==> src/rtl/arch_defs_pkg.sv <==
// Shared definitions for the program loader: frame sync byte and loader FSM states.
package arch_defs_pkg;

  localparam logic [7:0] LOADER_SYNC_BYTE = 8'hA5;

  typedef enum logic [2:0] {
    S_SYNC,
    S_LEN,
    S_DATA,
    S_CHK,
    S_DONE,
    S_ERR
  } loader_state_t;

endpackage

==> src/rtl/program_loader.sv <==
// Byte-stream program loader: writes a SYNC/LEN/data[/CHK] frame into RAM from address 0 and
// holds the CPU in reset until a good frame is in. Define LOADER_CHECKSUM_EN to require the CHK byte.
module program_loader
  import arch_defs_pkg::*;
#(
  parameter int ADDR_WIDTH = 4,
  parameter int DATA_WIDTH = 8
) (
  input  logic                  clk,
  input  logic                  reset,
  input  logic [DATA_WIDTH-1:0] rx_data,
  input  logic                  rx_valid,
  output logic                  rx_ready,
  input  logic                  restart,
  output logic                  ram_we,
  output logic [ADDR_WIDTH-1:0] ram_addr,
  output logic [DATA_WIDTH-1:0] ram_wdata,
  output logic                  cpu_hold,
  output logic                  done,
  output logic                  error
);

  localparam int DEPTH = 2 ** ADDR_WIDTH;
  localparam int CNT_W = ADDR_WIDTH + 1;

  loader_state_t         state;
  loader_state_t         state_next;
  logic [ADDR_WIDTH-1:0] addr;
  logic [CNT_W-1:0]      cnt;
  logic                  accept;
  logic                  len_take;
  logic                  data_take;
  logic                  last_byte;
  logic                  len_bad;

`ifdef LOADER_CHECKSUM_EN
  logic [DATA_WIDTH-1:0] sum;
  logic [DATA_WIDTH-1:0] chk_total;

  assign chk_total = sum + rx_data;
`endif

  assign rx_ready  = state inside {S_SYNC, S_LEN, S_DATA, S_CHK};
  // restart wins over a byte offered in the same cycle, so that byte is never consumed
  assign accept    = rx_valid && rx_ready && !restart;
  assign len_bad   = (rx_data == '0) || ({1'b0, rx_data} > (DATA_WIDTH + 1)'(DEPTH));
  assign len_take  = accept && (state == S_LEN) && !len_bad;
  assign data_take = accept && (state == S_DATA);
  assign last_byte = (cnt == CNT_W'(1));

  // NOTE: every signal driven here gets a default first, so no path can infer a latch.
  always_comb begin
    state_next = state;
    if (restart) begin
      state_next = S_SYNC;
    end else if (accept) begin
      case (state)
        S_SYNC: if (rx_data == DATA_WIDTH'(LOADER_SYNC_BYTE)) state_next = S_LEN;
        S_LEN:  state_next = len_bad ? S_ERR : S_DATA;
        S_DATA: begin
          if (last_byte) begin
`ifdef LOADER_CHECKSUM_EN
            state_next = S_CHK;
`else
            state_next = S_DONE;
`endif
          end
        end
`ifdef LOADER_CHECKSUM_EN
        S_CHK:  state_next = (chk_total == '0) ? S_DONE : S_ERR;
`endif
        default: state_next = state;
      endcase
    end
  end

  // NOTE: sequential state uses non-blocking assignments so every register sees pre-edge values.
  always_ff @(posedge clk) begin
    if (!reset) begin
      state <= S_SYNC;
    end else begin
      state <= state_next;
    end
  end

  always_ff @(posedge clk) begin
    if (!reset) begin
      addr      <= '0;
      cnt       <= '0;
      ram_we    <= 1'b0;
      ram_addr  <= '0;
      ram_wdata <= '0;
      cpu_hold  <= 1'b1;
      done      <= 1'b0;
      error     <= 1'b0;
    end else if (restart) begin
      addr     <= '0;
      cnt      <= '0;
      ram_we   <= 1'b0;
      cpu_hold <= 1'b1;
      done     <= 1'b0;
      error    <= 1'b0;
    end else begin
      ram_we <= data_take;
      if (len_take) begin
        cnt <= CNT_W'(rx_data);
      end
      if (data_take) begin
        ram_addr  <= addr;
        ram_wdata <= rx_data;
        cnt       <= cnt - CNT_W'(1);
        // Stop at the last written address so addr never wraps past the image.
        if (!last_byte) begin
          addr <= addr + ADDR_WIDTH'(1);
        end
      end
      // S_DONE is entered on the last accepted byte; releasing the CPU one edge later
      // lets the final RAM write land first.
      cpu_hold <= (state != S_DONE);
      if (state_next == S_DONE) done  <= 1'b1;
      if (state_next == S_ERR)  error <= 1'b1;
    end
  end

`ifdef LOADER_CHECKSUM_EN
  always_ff @(posedge clk) begin
    if (!reset || restart) begin
      sum <= '0;
    end else if (data_take) begin
      sum <= sum + rx_data;
    end
  end
`endif

endmodule

==> config.mk <==
export PLATFORM = sky130hd
export DESIGN_NAME = program_loader
export DESIGN_NICKNAME = d
export VERILOG_FILES = /design/src/rtl/arch_defs_pkg.sv /design/src/rtl/program_loader.sv
export SDC_FILE = /design/constraint.sdc
export NUM_CORES = 1
export LEC_CHECK = 0
export ABC_AREA = 1
export CAP_MARGIN = 20
export CELL_PAD_IN_SITES_DETAIL_PLACEMENT = 1
export CELL_PAD_IN_SITES_GLOBAL_PLACEMENT = 1
export CORE_UTILIZATION = 25
export CTS_CLUSTER_SIZE = 8
export DETAILED_ROUTE_END_ITERATION = 10
export GPL_ROUTABILITY_DRIVEN = 0
export PLACE_DENSITY_LB_ADDON = 0.3
export SETUP_SLACK_MARGIN = 0.2
export SKIP_LAST_GASP = 1
export SYNTH_ARGS = -nofsm -noshare
export SYNTH_HDL_FRONTEND = slang
export SYNTH_SLANG_ARGS = --single-unit
export TNS_END_PERCENT = 100
==> constraint.sdc <==
create_clock -name clk -period 1.89 [get_ports clk]
set_clock_uncertainty 0.2 [all_clocks]
set_input_delay 0.567 -clock clk [delete_from_list [all_inputs] [get_ports clk]]
set_output_delay 0.567 -clock clk [all_outputs]
set_load 0.01 [all_outputs]
==> results by group, run 1 <==
GRT
  – First-pass GRT wire length: roughly 6000 um
  – Largest net degree at the start of global routing: 20
  – Gr usage total: 0.141
  – Vias in the first global route: 1341
  – Total grt overflow: 0
  – Number of antenna violations at the first check in global routing: 0

Die
  – Starting density of the core: 0.261
  – Die width: 75.6 um
  – DIE AREA: 5710 um2
  – Row count: 26
  – CORE AREA: 5170 um2
  – Die H: 75.6 um
  – I/O pins: 29

Worst setup path
  – Reg-to-reg slack, setup: between 200 and 250 ps
  – Worst path bufs/invs: 3
  – Crit path from: rx_data[5]
  – Worst path required time: around 1900 ps
  – Worst-case reg-to-reg path depth: 6
  – Cell family with the largest share of critical-path delay: simple AND/OR/NAND/NOR gates
  – R2R Path Start: state[2]
  – Critical Path Source Type: input pin
  – CP most frequent cell: buf_4
  – Max incr delay on CP: roughly 200 ps
  – CP cell instances: clkbuf_2 > nor3_2 > buf_4 > nand4_1 > buf_4 > nor3_4 > a211oi_2
  – Crit path DAT: between 1500 and 2000 ps
  – Crit path max-delay cell type: buf_4
  – RR Endpoint: cnt[4]
  – Worst path depth: 7
  – Critical-path maximum fanout: 3
  – Critical Path Sink Type: flip-flop
  – CP Class: input pin to flip-flop
  – CP endpoint: cnt[4]

Power and ir drop
  – Leakage power: around 0.94 nW
  – Pwr/cell area: just over 600 nW/um2
  – Tot Pwr: roughly 1.3 mW
  – Worst IR Drop VDD: ~350 uV

Placement
  – Post-Place Worst Slack: -423 ps
  – Placed Instances: 306
  – DPL Wire Length: 2870 um
  – Area after DPL: 1890 um2
  – Buffers on Ports: 28

Drt
  – Via count: between 1000 and 1500
  – Via density: 4.44
  – Antenna Nets Post-Route: 0
  – Initial drt markers: 36
  – Drt total wl: between 3000 and 4000 um
  – DR pass1 iterations: 4
  – Routed WL per cell: around 12 um
  – Post-route DRC: 0

Yosys
  – Syn. warnings: 0
  – Synth Area in XOR/XNOR: 0.00648
  – Mean Syn Cell Area: slightly above 7 um2
  – Mapped Nets: around 200
  – Adder-Cell Fraction of Synth Area: 0.0278
  – Async SR Flop Fraction: 0
  – Largest family of logic cells by synthesized area: simple AND/OR/NAND/NOR gates
  – Synth Instances: around 190
  – Top post-synthesis cells by area: dfxtp_1 (41%), nand2_1 (9.4%), nor2_1 (8.6%)
  – Top cell type by total area after synthesis: dfxtp_1
  – Yosys top cell area share: 0.414
  – Sequential share of the synthesized area: 0.414
  – Multiplexer share of the synthesized area: 0
  – Unique masters post-synth: 25
  – Post-Syn Area: about 1400 um2
  – Main synth FF type: dfxtp_1
  – Post-synth EDFFs: 0
  – Post-Synth Simple-Gate Area: 0.291
  – #FFs+latches synth: 28
  – Post-synthesis compound-gate area fraction: 0.159

Clock tree
  – Root buf cell: clkbuf_8
  – CTS tree: built
  – Skew-Pair Late Insertion Delay: about 270 ps
  – Hold_buf cts: 0
  – H-tree levels: 1
  – Clk pin slew, worst setup/hold paths: 100 ps
  – Clock sink count: 28
  – Num CTS Buffers: 3
  – Max Root-Sink Buffers: 2

Finish
  – Area delta synth->final: 52.8%
  – Share of layout cells above drive strength 1: 0.329
  – Final core occ: 0.400
  – Layout Cells excl Fill: between 300 and 400
  – ANT cells: 0
  – Post-layout instance area: a little over 2000 um2
  – Final #Nets: 265

Timing
  – Final period util: 0.870
  – Minimum clock period: roughly 1600 ps
  – Worst Tran Pin Value: 218 ps
  – Fin. max-slew vios: 0
  – Final setup vio count: 0
  – Setup TNS: 0 ps
  – Final WS setup: 247 ps
  – Fin. Hold Viols: 0
  – WHS: ~260 ps
  – Fmax: just over 600 MHz
  – Slew margin rel.: 0.854
  – RSZ-0062 raised after global routing: true

Hold path
  – Hold crit path type: flip-flop to flip-flop

Run
  – Max-cap violations: 0

Run status
  – Status: finished clean
where the power goes:
part | internal, mW | switching (mW)
sequential | 0.599 | 0.00571
clock | 0.284 | 0.199
combinational | 0.0806 | 0.0888
how the worst min path moves through the flow:
stage | startpoint | endpoint | slack, ps | depth (start not counted)
2_1_floorplan | addr[3] | ram_addr[3] | 250 | 2
3_3_place_gp | error | error | 240 | 2
3_5_place_dp | error | error | 250 | 2
4_1_cts | error | error | 260 | 2
5_1_grt | error | error | 270 | 2
6_report | error | error | 260 | 2
tightest hold or removal path, stage by stage, from the launching register on:
cell	delay, ps
dfxtp_1	320
inv_1	60
a21oi_2	50
area by class of cell:
cell class                      instances  area, um2
Inverter                               26        105
Clock inverter                          1       30.0
Clock buffer                            3       41.3
Multi-Input combinational cell        130        747
Timing Repair Buffer                   61        492
Fill cell                             652       3110
Sequential cell                        28        564
Tap cell                               70       87.6
synth_stat cells, types with 2 or more instances:
cell      instances
a211oi_1          2
a21oi_1          17
buf_6             2
dfxtp_1          28
ha_1              3
inv_1            20
inv_2             6
nand2_1          34
nand3_1           7
nand3_2           2
nand4_1           2
nor2_1           31
nor2_4            2
nor3_1            3
o21ai_0          20
what timing repair did:
| item | in CTS | in global routing |
|---|---|---|
| setup buffers | 6 | 3 |
| gates resized for setup | 52 | 47 |
| pin swaps | 12 | 8 |
| endpoints found under the setup margin | 44 | 29 |
layout by cell type, fill, tap and decap left out, drive strengths merged, types with 2 or more instances in the layout:
cell type	synthesis	layout
a211oi	2	2
a21oi	17	17
buf	4	37
clkbuf	1	9
clkdlybuf4s15	0	8
dfxtp	28	28
dlygate4sd2	0	9
ha	3	3
inv	26	26
nand2	35	35
nand3	9	9
nand4	2	2
nor2	33	33
nor3	5	5
o21ai	20	20
layer usage:
metal	vias to the layer above	track usage	wire [um]
met2	30	0.241	1820
li1	725	-	-
met4	0	0.0556	48
met5	-	0	0
met1	656	0.184	1730
met3	4	0.0132	130
flip-flops by register name (all words and copies together), names as in the netlist:
| register | flops |
|---|---|
| state | 3 |
| addr | 4 |
| ram_addr | 4 |
| done | 1 |
| error | 1 |
| cpu_hold | 1 |
| ram_we | 1 |
| ram_wdata | 8 |
| cnt | 5 |
kinds of logic after synthesis:
group,after synthesis
AO/OA/AOI/OAI,41
XOR/XNOR,1
adder cells (fa/ha/maj),3
buffers and inverters,31
flip-flops,28
AND/OR/NAND/NOR,85
(Power assumes the default switching activity.)
==> run 2, diff against run 1 <==
HOLD_SLACK_MARGIN = 0.1   (was default)
==> results of run 2 <==
Same layout as run 1: the final DEF is identical, and so are final timing and power.
==> run 3, diff against run 2 <==
ABC_CLOCK_PERIOD_IN_PS = 1890   (was default)
HOLD_SLACK_MARGIN = default   (was 0.1)
==> results of run 3 <==
Same layout as run 1: the final DEF is identical, and so are final timing and power.
